[src/rtl/mips32_rtype.sv]
// Single-cycle R-type MIPS32 execution core: 32x32 register file, funct decoder
// and an ALU built from an add/sub unit, logic unit, comparator and barrel shifter.

module mips32_regfile (
  input  logic        clk,
  input  logic        reset,
  input  logic [4:0]  rs,
  input  logic [4:0]  rt,
  input  logic [4:0]  rd,
  input  logic        write_en,
  input  logic [31:0] write_data,
  output logic [31:0] read_data_1,
  output logic [31:0] read_data_2
);
  logic [31:0] registers [0:31];

  always_ff @(posedge clk or posedge reset) begin
    if (reset) begin
      for (int i = 0; i < 32; i++) registers[i] <= 32'h0;
    end else if (write_en && (rd != 5'd0)) begin
      registers[rd] <= write_data;
    end
  end

  // r0 is hardwired to zero on the read side as well as never being written
  assign read_data_1 = (rs == 5'd0) ? 32'h0 : registers[rs];
  assign read_data_2 = (rt == 5'd0) ? 32'h0 : registers[rt];
endmodule

module mips32_decoder (
  input  logic [5:0] opcode,
  input  logic [5:0] funct,
  output logic       valid,
  output logic       sel_arith,
  output logic       sel_logic,
  output logic       sel_cmp,
  output logic       sel_shift,
  output logic       sub,
  output logic [1:0] logic_op,
  output logic       cmp_signed,
  output logic       shift_right,
  output logic       shift_arith
);
  always_comb begin
    valid       = 1'b0;
    sel_arith   = 1'b0;
    sel_logic   = 1'b0;
    sel_cmp     = 1'b0;
    sel_shift   = 1'b0;
    sub         = 1'b0;
    logic_op    = 2'd0;
    cmp_signed  = 1'b0;
    shift_right = 1'b0;
    shift_arith = 1'b0;
    if (opcode == 6'b000000) begin
      case (funct)
        6'h20, 6'h21: begin valid = 1'b1; sel_arith = 1'b1; end
        6'h22, 6'h23: begin valid = 1'b1; sel_arith = 1'b1; sub = 1'b1; end
        6'h24: begin valid = 1'b1; sel_logic = 1'b1; logic_op = 2'd0; end
        6'h25: begin valid = 1'b1; sel_logic = 1'b1; logic_op = 2'd1; end
        6'h26: begin valid = 1'b1; sel_logic = 1'b1; logic_op = 2'd2; end
        6'h27: begin valid = 1'b1; sel_logic = 1'b1; logic_op = 2'd3; end
        6'h2A: begin valid = 1'b1; sel_cmp = 1'b1; cmp_signed = 1'b1; end
        6'h2B: begin valid = 1'b1; sel_cmp = 1'b1; end
        6'h00: begin valid = 1'b1; sel_shift = 1'b1; end
        6'h02: begin valid = 1'b1; sel_shift = 1'b1; shift_right = 1'b1; end
        6'h03: begin
          valid = 1'b1; sel_shift = 1'b1; shift_right = 1'b1; shift_arith = 1'b1;
        end
        default: valid = 1'b0;
      endcase
    end
  end
endmodule

module mips32_addsub (
  input  logic [31:0] a,
  input  logic [31:0] b,
  input  logic        sub,
  output logic [31:0] sum
);
  // Subtraction reuses the adder as a + ~b + 1; wraps modulo 2^32, no overflow flag
  logic [31:0] b_op;
  assign b_op = sub ? ~b : b;
  assign sum  = a + b_op + {31'd0, sub};
endmodule

module mips32_logic_unit (
  input  logic [31:0] a,
  input  logic [31:0] b,
  input  logic [1:0]  op,
  output logic [31:0] y
);
  always_comb begin
    case (op)
      2'd0:    y = a & b;
      2'd1:    y = a | b;
      2'd2:    y = a ^ b;
      default: y = ~(a | b);
    endcase
  end
endmodule

module mips32_comparator (
  input  logic [31:0] a,
  input  logic [31:0] b,
  input  logic        is_signed,
  output logic [31:0] y
);
  logic signed [31:0] a_s;
  logic signed [31:0] b_s;
  logic               lt_s;
  logic               lt_u;

  assign a_s  = a;
  assign b_s  = b;
  assign lt_s = (a_s < b_s);
  assign lt_u = (a < b);
  assign y    = {31'd0, is_signed ? lt_s : lt_u};
endmodule

module mips32_shifter (
  input  logic [31:0] data,
  input  logic [4:0]  amount,
  input  logic        right,
  input  logic        arith,
  output logic [31:0] y
);
  function automatic logic [31:0] rev32(input logic [31:0] v);
    logic [31:0] r;
    for (int i = 0; i < 32; i++) r[i] = v[31-i];
    return r;
  endfunction

  logic        fill;
  logic [31:0] src;
  logic [31:0] shifted;

  // Left shifts run through the same right-shifting log stages with bit reversal
  assign fill = right & arith & data[31];
  assign src  = right ? data : rev32(data);

  always_comb begin
    shifted = src;
    for (int i = 0; i < 5; i++) begin
      if (amount[i]) begin
        shifted = (shifted >> (1 << i)) | (fill ? ~(32'hFFFF_FFFF >> (1 << i)) : 32'h0);
      end
    end
  end

  assign y = right ? shifted : rev32(shifted);
endmodule

module mips32_alu (
  input  logic [31:0] a,
  input  logic [31:0] b,
  input  logic [4:0]  shamt,
  input  logic        sel_arith,
  input  logic        sel_logic,
  input  logic        sel_cmp,
  input  logic        sel_shift,
  input  logic        sub,
  input  logic [1:0]  logic_op,
  input  logic        cmp_signed,
  input  logic        shift_right,
  input  logic        shift_arith,
  output logic [31:0] y
);
  logic [31:0] arith_y;
  logic [31:0] logic_y;
  logic [31:0] cmp_y;
  logic [31:0] shift_y;

  mips32_addsub u_addsub (
    .a   (a),
    .b   (b),
    .sub (sub),
    .sum (arith_y)
  );

  mips32_logic_unit u_logic (
    .a  (a),
    .b  (b),
    .op (logic_op),
    .y  (logic_y)
  );

  mips32_comparator u_cmp (
    .a         (a),
    .b         (b),
    .is_signed (cmp_signed),
    .y         (cmp_y)
  );

  mips32_shifter u_shift (
    .data   (b),
    .amount (shamt),
    .right  (shift_right),
    .arith  (shift_arith),
    .y      (shift_y)
  );

  // Selects are one-hot; all low (unsupported instruction) yields zero
  assign y = ({32{sel_arith}} & arith_y) |
             ({32{sel_logic}} & logic_y) |
             ({32{sel_cmp}}   & cmp_y)   |
             ({32{sel_shift}} & shift_y);
endmodule

module mips32_rtype (
  input  logic        clk,
  input  logic        reset,
  input  logic [31:0] instruction,
  output logic [31:0] result
);
  logic [5:0]  opcode;
  logic [4:0]  rs;
  logic [4:0]  rt;
  logic [4:0]  rd;
  logic [4:0]  shamt;
  logic [5:0]  funct;

  assign opcode = instruction[31:26];
  assign rs     = instruction[25:21];
  assign rt     = instruction[20:16];
  assign rd     = instruction[15:11];
  assign shamt  = instruction[10:6];
  assign funct  = instruction[5:0];

  logic        valid;
  logic        sel_arith;
  logic        sel_logic;
  logic        sel_cmp;
  logic        sel_shift;
  logic        sub;
  logic [1:0]  logic_op;
  logic        cmp_signed;
  logic        shift_right;
  logic        shift_arith;
  logic [31:0] read_data_1;
  logic [31:0] read_data_2;
  logic [31:0] alu_y;

  mips32_decoder u_dec (
    .opcode      (opcode),
    .funct       (funct),
    .valid       (valid),
    .sel_arith   (sel_arith),
    .sel_logic   (sel_logic),
    .sel_cmp     (sel_cmp),
    .sel_shift   (sel_shift),
    .sub         (sub),
    .logic_op    (logic_op),
    .cmp_signed  (cmp_signed),
    .shift_right (shift_right),
    .shift_arith (shift_arith)
  );

  mips32_regfile REGG (
    .clk         (clk),
    .reset       (reset),
    .rs          (rs),
    .rt          (rt),
    .rd          (rd),
    .write_en    (valid),
    .write_data  (alu_y),
    .read_data_1 (read_data_1),
    .read_data_2 (read_data_2)
  );

  mips32_alu u_alu (
    .a           (read_data_1),
    .b           (read_data_2),
    .shamt       (shamt),
    .sel_arith   (sel_arith),
    .sel_logic   (sel_logic),
    .sel_cmp     (sel_cmp),
    .sel_shift   (sel_shift),
    .sub         (sub),
    .logic_op    (logic_op),
    .cmp_signed  (cmp_signed),
    .shift_right (shift_right),
    .shift_arith (shift_arith),
    .y           (alu_y)
  );

  assign result = alu_y;
endmodule

[config.mk]
export PLATFORM = sky130hd
export DESIGN_NAME = mips32_rtype
export DESIGN_NICKNAME = d
export VERILOG_FILES = /design/src/rtl/mips32_rtype.sv
export SDC_FILE = /design/constraint.sdc
export NUM_CORES = 2
export LEC_CHECK = 0
export ABC_AREA = 0
export BUFFER_PORTS_ARGS = -buffer_cell sky130_fd_sc_hd__buf_4
export CAP_MARGIN = 20
export CELL_PAD_IN_SITES_DETAIL_PLACEMENT = 1
export CELL_PAD_IN_SITES_GLOBAL_PLACEMENT = 1
export CORE_ASPECT_RATIO = 0.75
export CORE_MARGIN = 5
export CORE_UTILIZATION = 47
export DETAILED_ROUTE_END_ITERATION = 12
export GPL_TIMING_DRIVEN = 1
export PLACE_DENSITY = 0.73
export SLEW_MARGIN = 20
export SYNTH_ARGS = -nofsm -noshare
export SYNTH_HDL_FRONTEND = slang
export SYNTH_SLANG_ARGS = --single-unit
[constraint.sdc]
create_clock -name clk -period 41.9 [get_ports clk]
set_input_delay 8.38 -clock clk [delete_from_list [all_inputs] [get_ports clk]]
set_output_delay 8.38 -clock clk [all_outputs]
set_load 0.02 [all_outputs]
==> metrics.txt <==
first-pass GRT wire length around 400000 microns; Seq pwr share a little over two fifths; io pins 66; Final #Nets between 5k and 6k; Num CTS Buffers roughly 110; fmax between 0.03 and 0.04 GHz; HP Start REGG.registers[1003]$_DFFE_PP0P_; Hold-fix buffers, CTS 0; Distinct cells, synth 109; leakage power 30.3 nW; layout cell share with drive strength beyond 1 21.7%; Data required, critical path 33.52 ns; Core ar. 133000 sq um; Post-Route Setup TNS 0 ns; drt total wl between 200000 and 300000 microns; Synth Area per Inst approximately 11 sq um; post-synth net total around 6.1k; power density over the cells around 34 nW/um^2; clk_skew approximately 0.091 ns; drt first pass iters 7; Worst-path clk slew roughly 0.06 ns; DR iter-0 viols roughly 6.6k; RSZ-0062 raised after global routing no; Post-synth EDFFs 0; Final Util 51.6%; ys async rst share 100%; Total GRT Usage 38.4%; NetSw slightly below 700 uW; DRC Markers 0; Regs by FF count REGG.registers: 1024 flops; slew margin rel. around an eighth; max reg flops a little over 1k; nature of the critical path endpoint output port; Max FO, Critical Path a little over 60; post-synthesis sequential area ratio between 40% and 50%; Design Area, Final 68800 sq um; CTS max path bufs 3; CP Launch Type input port; status finished clean; sw frac between 20% and 30%; Max Slew Vio Count 0; clock period minus worst slack around 25 ns; post-synthesis cell area roughly 63000 sq um; clock network latency to the later pin of the worst-skew pair 0.78 ns; worst hold slack between 0.3 and 0.4 ns; Ys Warns 0; predominant post-synthesis flop cell dfrtp_1; Fin. Hold Viols 0; Worst Path Arrival around 17 ns; setup bufs post-CTS 0; vias post-DR 53.3k; vias per inst 7.00; min-delay worst type register to register; Post-Place Setup Slack between 15 and 20 ns; crit path kind input port to output port; Num Clock Sinks about 1.0k; Final GP Congestion a little under 1; CTS tree yes; IO buf count 65; die area 142000 sq um; Final Cycle Share roughly three fifths; Clock Power Share about 44%; Cells after DPL ~7.4k; H-tree levels 3; Initial Utilization between 40% and 50%; Critical Path Start instruction[17]; # resized after CTS 0; Die X-Extent between 400 and 500 microns; initial antenna violation count 5; dpl hpwl between 150000 and 200000 microns; max-cap violation count 0; FF-to-FF Start REGG.registers[288]$_DFFE_PP0P_; Cell Count, Final, Fillers Out about 7.6k; Tightest Pin Transition approximately 1.3 ns; peak supply drop 33.3 uV; row cnt 116; synth-to-layout area growth 9.16%; global route overflow 0; vias in the first global route between 50k and 60k; Synth Instances 5950; Internal roughly 1.7 mW; Largest Register REGG.registers; reg2reg setup slack roughly 35 ns; FF+latch count, synth 1024; largest net degree at the start of global routing 170; DP Area approximately 65000 sq um; total power draw roughly 2.4 mW; ANT nets after route 0; post-DR wirelength/cell 36.1 microns; final setup margin roughly 17 ns; Die Ht around 330 microns; Root Buffer clkbuf_16; # setup viols final 0; Comb pwr share 13.9%
power by group through the flow:
stage / Combinational [mW] / Clock, mW / Sequential [mW]
floorplan: 0.199 / 0 / 1.01
global route: 0.342 / 1.09 / 0.992
CTS: 0.318 / 1.05 / 0.993
detailed placement: 0.316 / 0 / 1.01
finish: 0.329 / 1.04 / 0.993
global placement: 0.314 / 0 / 1.01
layout make-up:
cell class | count | area, sq um
clock buffers | 151 | 3100
multi-input cells | 4205 | 34400
fillers | 14200 | 64500
flip-flops and latches | 1024 | 25600
repair buffers | 275 | 2180
inverters | 129 | 492
clock inverters | 48 | 688
well taps | 1770 | 2210
diodes | 9 | 22.5
cells in the mapped netlist, drive strengths merged, types with 17 or more instances:
master     n  share of area, %
a211oi    40              0.48
a21o      37              0.44
a21oi    356               2.9
a221oi    35              0.51
a22o      20              0.28
a22oi    123               1.5
a31oi     83              0.82
buf      190               2.2
clkbuf   402               2.4
dfrtp   1024                41
ha       126               2.5
inv      125              0.74
mux2     282               5.0
mux2i    441               7.0
mux4     373                13
nand2    589               3.5
nand3     46              0.37
nand4     43              0.44
nor2     475               2.8
nor2b     20              0.20
nor3      88              0.72
o211ai    28              0.34
o21ai    513               4.1
o221ai    37              0.51
o22ai     62              0.62
o31ai     53              0.89
or3       17              0.17
xnor2     58              0.81
xor2      30              0.42
worst max-delay path: stages:
cell	delay (ns)
buf_8	0.49
buf_4	0.61
buf_4	0.79
mux4_2	0.59
a2111oi_1	1.16
or3_1	0.28
nor2_1	0.13
nand2_1	0.08
o21ai_0	0.13
fa_1	0.49
a21o_1	0.22
a221oi_1	0.54
o21ai_0	0.33
nand3_1	0.21
o2111ai_1	0.23
nand2_1	0.19
o21bai_1	0.16
a221oi_1	0.58
mux2i_1	0.55
a311o_1	0.25
buf_4	0.18
placed cells by master, fill, tap and decap left out, types with 62 or more instances in the layout:
master,n
inv_1,121
a22oi_1,123
nor2_1,442
buf_4,263
clkbuf_16,106
nand2_1,580
o22ai_1,62
mux4_2,373
a31oi_1,81
mux2_2,280
ha_1,126
mux2i_1,439
a21oi_1,353
dfrtp_1,1024
o21ai_0,457
nor3_1,75
layer usage:
layer / vias up / global-route usage (%) / routed length, microns
li1: 21500 / - / -
met1: 27700 / 53.0 / 111000
met2: 3149 / 54.7 / 114000
met3: 894 / 12.9 / 33800
met4: 4 / 18.0 / 16000
met5: - / 0 / 27
path summary, 6_finish.rpt:
kind	cells past startpoint	end
max reg2reg	20	REGG.registers[446]$_DFFE_PP0P_
min reg2reg	0	REGG.registers[1003]$_DFFE_PP0P_
min	0	REGG.registers[1003]$_DFFE_PP0P_
min in group asynchronous	2	REGG.registers[156]$_DFFE_PP0P_
max	21	result[30]
max in group asynchronous	4	REGG.registers[893]$_DFFE_PP0P_
kinds of logic after synthesis:
kind of cell / count (synthesis) / share of synthesized area (%)
multiplexers: 1096 / 25.4
XOR/XNOR: 88 / 1.22
buffers and inverters: 721 / 5.38
adder cells (fa/ha/maj): 127 / 2.53
AND/OR/NAND/NOR: 1395 / 9.75
AO/OA/AOI/OAI: 1499 / 15.0
flip-flops: 1024 / 40.7
(Power assumes the default switching activity.)
